<file path="src/rtl/bcd_2421_to_8421_framer.sv">
// Collects NDIG 2421 (Aiken) digits into one frame and presents it as packed
// 8421 BCD plus its binary value, with a sticky invalid-code flag.
module bcd_2421_to_8421_framer #(
    parameter int NDIG = 4,
    parameter int BINW = 14
) (
    input  logic                 clk,
    input  logic                 rst_n,
    input  logic                 clr,
    input  logic                 in_valid,
    output logic                 in_ready,
    input  logic [3:0]           in_digit,
    output logic                 out_valid,
    input  logic                 out_ready,
    output logic [4*NDIG-1:0]    out_bcd,
    output logic [BINW-1:0]      out_bin,
    output logic                 out_err
);

    localparam int CW = $clog2(NDIG + 1);
    localparam int BW = 4 * NDIG;

    typedef enum logic {S_COLLECT, S_HOLD} state_t;

    state_t          r_state;
    logic [CW-1:0]   r_cnt;
    logic [BW-1:0]   r_bcd;
    logic [BINW-1:0] r_bin;
    logic            r_err;

    logic [3:0]      w_dec;
    logic            w_bad;
    logic            w_accept;
    logic            w_last;
    logic [BW-1:0]   w_bcd_next;
    logic [BINW-1:0] w_bin_next;

    // Codes 0101..1010 are outside the Aiken set; they decode as 0 and flag.
    always_comb begin
        w_dec = 4'd0;
        w_bad = 1'b0;
        case (in_digit)
            4'b0000: w_dec = 4'd0;
            4'b0001: w_dec = 4'd1;
            4'b0010: w_dec = 4'd2;
            4'b0011: w_dec = 4'd3;
            4'b0100: w_dec = 4'd4;
            4'b1011: w_dec = 4'd5;
            4'b1100: w_dec = 4'd6;
            4'b1101: w_dec = 4'd7;
            4'b1110: w_dec = 4'd8;
            4'b1111: w_dec = 4'd9;
            default: w_bad = 1'b1;
        endcase
    end

    assign w_accept   = in_valid && (r_state == S_COLLECT);
    assign w_last     = (r_cnt == CW'(NDIG - 1));
    assign w_bcd_next = (r_bcd << 4) | BW'(w_dec);
    assign w_bin_next = r_bin * BINW'(10) + BINW'(w_dec);

    always_ff @(posedge clk or negedge rst_n) begin
        if (!rst_n) begin
            r_state <= S_COLLECT;
            r_cnt   <= '0;
            r_bcd   <= '0;
            r_bin   <= '0;
            r_err   <= 1'b0;
        end else if (clr) begin
            r_state <= S_COLLECT;
            r_cnt   <= '0;
            r_bcd   <= '0;
            r_bin   <= '0;
            r_err   <= 1'b0;
        end else begin
            case (r_state)
                S_COLLECT: begin
                    if (w_accept) begin
                        r_bcd <= w_bcd_next;
                        r_bin <= w_bin_next;
                        r_err <= r_err | w_bad;
                        r_cnt <= r_cnt + CW'(1);
                        if (w_last) r_state <= S_HOLD;
                    end
                end
                S_HOLD: begin
                    // Handshake cycle accepts nothing: one bubble per frame.
                    if (out_ready) begin
                        r_state <= S_COLLECT;
                        r_cnt   <= '0;
                        r_bcd   <= '0;
                        r_bin   <= '0;
                        r_err   <= 1'b0;
                    end
                end
                default: r_state <= S_COLLECT;
            endcase
        end
    end

    assign in_ready  = (r_state == S_COLLECT);
    assign out_valid = (r_state == S_HOLD);
    assign out_bcd   = r_bcd;
    assign out_bin   = r_bin;
    assign out_err   = r_err;

endmodule

</file>
<file path="config.mk">
export PLATFORM = sky130hd
export DESIGN_NAME = bcd_2421_to_8421_framer
export DESIGN_NICKNAME = d
export VERILOG_FILES = /design/src/rtl/bcd_2421_to_8421_framer.sv
export SDC_FILE = /design/constraint.sdc
export NUM_CORES = 1
export LEC_CHECK = 0
export BUFFER_PORTS_ARGS = -buffer_cell sky130_fd_sc_hd__buf_2
export CAP_MARGIN = 20
export CORE_MARGIN = 10
export CORE_UTILIZATION = 35
export CTS_BUF_LIST = sky130_fd_sc_hd__clkbuf_4 sky130_fd_sc_hd__clkbuf_8
export CTS_CLUSTER_DIAMETER = 120
export DETAILED_ROUTE_END_ITERATION = 8
export GPL_ROUTABILITY_DRIVEN = 0
export SLEW_MARGIN = 20
export SYNTH_ARGS = -nofsm -noshare
export SYNTH_HDL_FRONTEND = slang
export SYNTH_SLANG_ARGS = --single-unit
</file>
<file path="constraint.sdc">
create_clock -name clk -period 3.3 [get_ports clk]
set_input_delay 0.66 -clock clk [delete_from_list [all_inputs] [get_ports clk]]
set_output_delay 0.66 -clock clk [all_outputs]
set_load 0.005 [all_outputs]
</file>
==> metrics.md <==
| Metric | Value |
|---|---|
| Site Rows | `28` |
| Clk Latency, worst-skew pair | `approximately 0.28 ns` |
| Max-slew violations | `0` |
| Reg2reg path depth | `10` |
| Slew headroom | `about half` |
| Primary FF master, synth | `dfrtp_1` |
| Power per cell area | `roughly 400 mW/mm²` |
| # port buffers | `41` |
| Critical path class | `flip-flop to flip-flop` |
| Met1 GRT Util | `13.1%` |
| P&R area growth vs syn | `17.6%` |
| Cts hold-fix bufs | `0` |
| Overall Global Routing Usage | `around a tenth` |
| Most Crowded Layer GR | `met2` |
| Final Setup Violations | `0` |
| Arr. time, crit path | `roughly 3 ns` |
| Grt ovf | `0` |
| Die width | `just under 100 µm` |
| Max Cap Viol | `0` |
| Synth Net Count | `250` |
| Total Power | `between 0.001 and 0.0015 W` |
| Post-synth EDFFs | `0` |
| Synth area leader | `dfrtp_1` |
| Seq cells post-synth | `34` |
| Post-route clock skew | `0.00244 ns` |
| TNS Setup | `0 ns` |
| Number of nets in the layout | `292` |
| Routed via count | `1709` |
| Setup slack after layout | `0.386 ns` |
| Syn avg cell area | `about 10 µm²` |
| Die Y | `~98 µm` |
| Number of global-route vias before repair | `around 1800` |
| Register area share after synthesis | `39.5%` |
| CTS tree | `built` |
| Post-DRT Antenna Nets | `0` |
| HP Class | `input port to asynchronous set/reset pin` |
| Crit path launch type | `flip-flop` |
| Grt met3 use | `under 10%` |
| Crit. End Element | `flip-flop` |
| Fillers | `600` |
| Vias/cell | `5.13` |
| Synth async-reset ratio | `between 90% and 100%` |
| Pre-antenna DRT Iters | `4` |
| VDD IR max | `around 0.00020 V` |
| Clk buf depth | `2` |
| Most common cell after layout, fill and taps aside | `buf_2` |
| Root buffer cell | `clkbuf_8` |
| Synth top area cells | `dfrtp_1 (40%), ha_1 (14%), a22o_1 (7.3%)` |
| H-tree depth | `2` |
| Initial core utilization | `between 30 and 40%` |
| CTS Sinks | `34` |
| RSZ-0062 raised after global routing | `false` |
| Largest net degree at the start of global routing | `35` |
| # diodes | `0` |
| Ports | `42` |
| Fmax | `0.343 GHz` |
| Worst-path clk slew | `0.07 ns` |
| CTS buffer count | `5` |
| Met2 Use GR | `around 17%` |
| Outcome | `finished, final reports clean` |
| Area of the core | `approximately 0.0060 mm²` |
| Worst slack, placed | `0.200 ns` |
| Die area | `between 0.009 and 0.01 mm²` |
| Yosys warns | `0` |
| Worst Path Required | `approximately 3.4 ns` |
| Finished Core Util | `a little over two fifths` |
| Final Hold Viols | `0` |
| Layout cells sized above 1 | `22.9%` |
| Commonest non-fill, non-tap cells in the layout | `buf_2 (41), dfrtp_1 (34), nand2_1 (24), ha_1 (24), a22o_1 (18)` |
| Initial antenna violation count | `0` |
| Synth cell types | `40` |
| Final cycle utilization of the critical path | `between 80% and 90%` |
| Routed wire length | `between 5 and 6 mm` |
| CP max FO | `5` |
| Synthesized cell area | `about 0.0022 mm²` |
| Tmin final | `between 2 and 3 ns` |
| Tightest Pin Transition | `around 0.76 ns` |
| First-pass GRT wire length | `~8.7 mm` |
| DR iter-0 viols | `57` |
| Cells after Synth | `roughly 220` |
| DRC viols | `0` |
| Yosys top cell area share | `roughly two fifths` |
| Leakage Power | `~1.3 nW` |
| Routed len/inst | `roughly 15 µm` |
| Dpl hpwl | `3.91 mm` |
## cells in the mapped netlist (all sizes together), types with 2 or more instances
| master | n |
|---|---|
| a22o | 18 |
| dfrtp | 34 |
| o2111ai | 2 |
| o21bai | 2 |
| a21o | 2 |
| nand3 | 6 |
| inv | 7 |
| nor2b | 3 |
| ha | 24 |
| clkbuf | 5 |
| xor2 | 6 |
| buf | 2 |
| fa | 2 |
| and4 | 2 |
| o211ai | 2 |
| nor3b | 2 |
| and3 | 3 |
| nand2 | 24 |
| a21oi | 9 |
| nor2 | 11 |
| xnor2 | 12 |
| and2 | 2 |
| nand4 | 2 |
| o21ai | 18 |
| nor3 | 5 |
## layout make-up
class	instances	area [µm²]	area share, %
Timing Repair Buffer	42	213	8.40
Multi-Input combinational cell	167	1250	49.5
Tap cell	75	93.8	3.71
Clock buffer	7	90.1	3.56
Inverter	7	26.3	1.04
Sequential cell	34	851	33.6
Clock inverter	1	5.00	0.198
## kinds of logic after synthesis
| group | share of synthesized area (%) |
|---|---|
| AOI/OAI and AO/OA | 18.7 |
| and+or+nand+nor | 15.7 |
| DFF | 39.5 |
| adders and majority gates | 15.8 |
| buffers and inverters | 2.62 |
| xor gates and xnor gates | 7.67 |
## sequential cells by signal (all words and copies together), names as in the netlist
name,cells
out_err,1
out_valid,1
out_bcd,16
out_bin,13
r_cnt,3
## through the flow
stage	cells	hold WS (ns)	cell area (µm²)
floorplan	215	0.364	2150
global placement	325	0.463	2430
detailed placement	325	0.478	2430
CTS	333	0.481	2530
global route	333	0.496	2530
finish	333	0.448	2530
## worst paths after layout
| kind | startpoint | to | slack (ns) |
|---|---|---|---|
| min | rst_n | out_bcd[15]$_DFFE_PN0P_ | 0.45 |
| max | out_bin[1]$_DFFE_PN0P_ | out_bin[11]$_DFFE_PN0P_ | 0.39 |
| max reg2reg | out_bin[1]$_DFFE_PN0P_ | out_bin[11]$_DFFE_PN0P_ | 0.39 |
| min in group clk | out_bin[13]$_DFFE_PN0P_ | out_bin[13]$_DFFE_PN0P_ | 0.49 |
| min reg2reg | out_bin[13]$_DFFE_PN0P_ | out_bin[13]$_DFFE_PN0P_ | 0.49 |
| max in group asynchronous | rst_n | out_bcd[3]$_DFFE_PN0P_ | 2.37 |
## metal layers
layer | wire, µm | vias to the layer above
li1 | - | 866
met1 | 2360 | 811
met2 | 2510 | 29
met3 | 250 | 3
met4 | 11 | 0
met5 | 0 | -
## report_power, final
part | switching (W) | internal (W) | total (W)
registers | 0.0000245 | 0.000437 | 0.000462
logic | 0.000131 | 0.0000969 | 0.000228
clock network | 0.000142 | 0.000176 | 0.000318
total | 0.000298 | 0.000711 | 0.00101
## critical path: stages, from the launching register on
cell and delay (ns):
dfrtp_1 0.44, ha_1 0.32, ha_1 0.23, fa_1 0.44
a211oi_2 0.31, o21bai_1 0.12, a21oi_1 0.18, xnor2_1 0.23
and4_2 0.29, xnor2_1 0.11, o21ai_0 0.10
## repair_timing
action | CTS | global route
resized for setup | 0 | 1
hold endpoints to repair | 0 | 0
setup buffers | 0 | 0
endpoints found under the setup margin | 0 | 1
No activity file was read; power rests on OpenSTA's default activity.
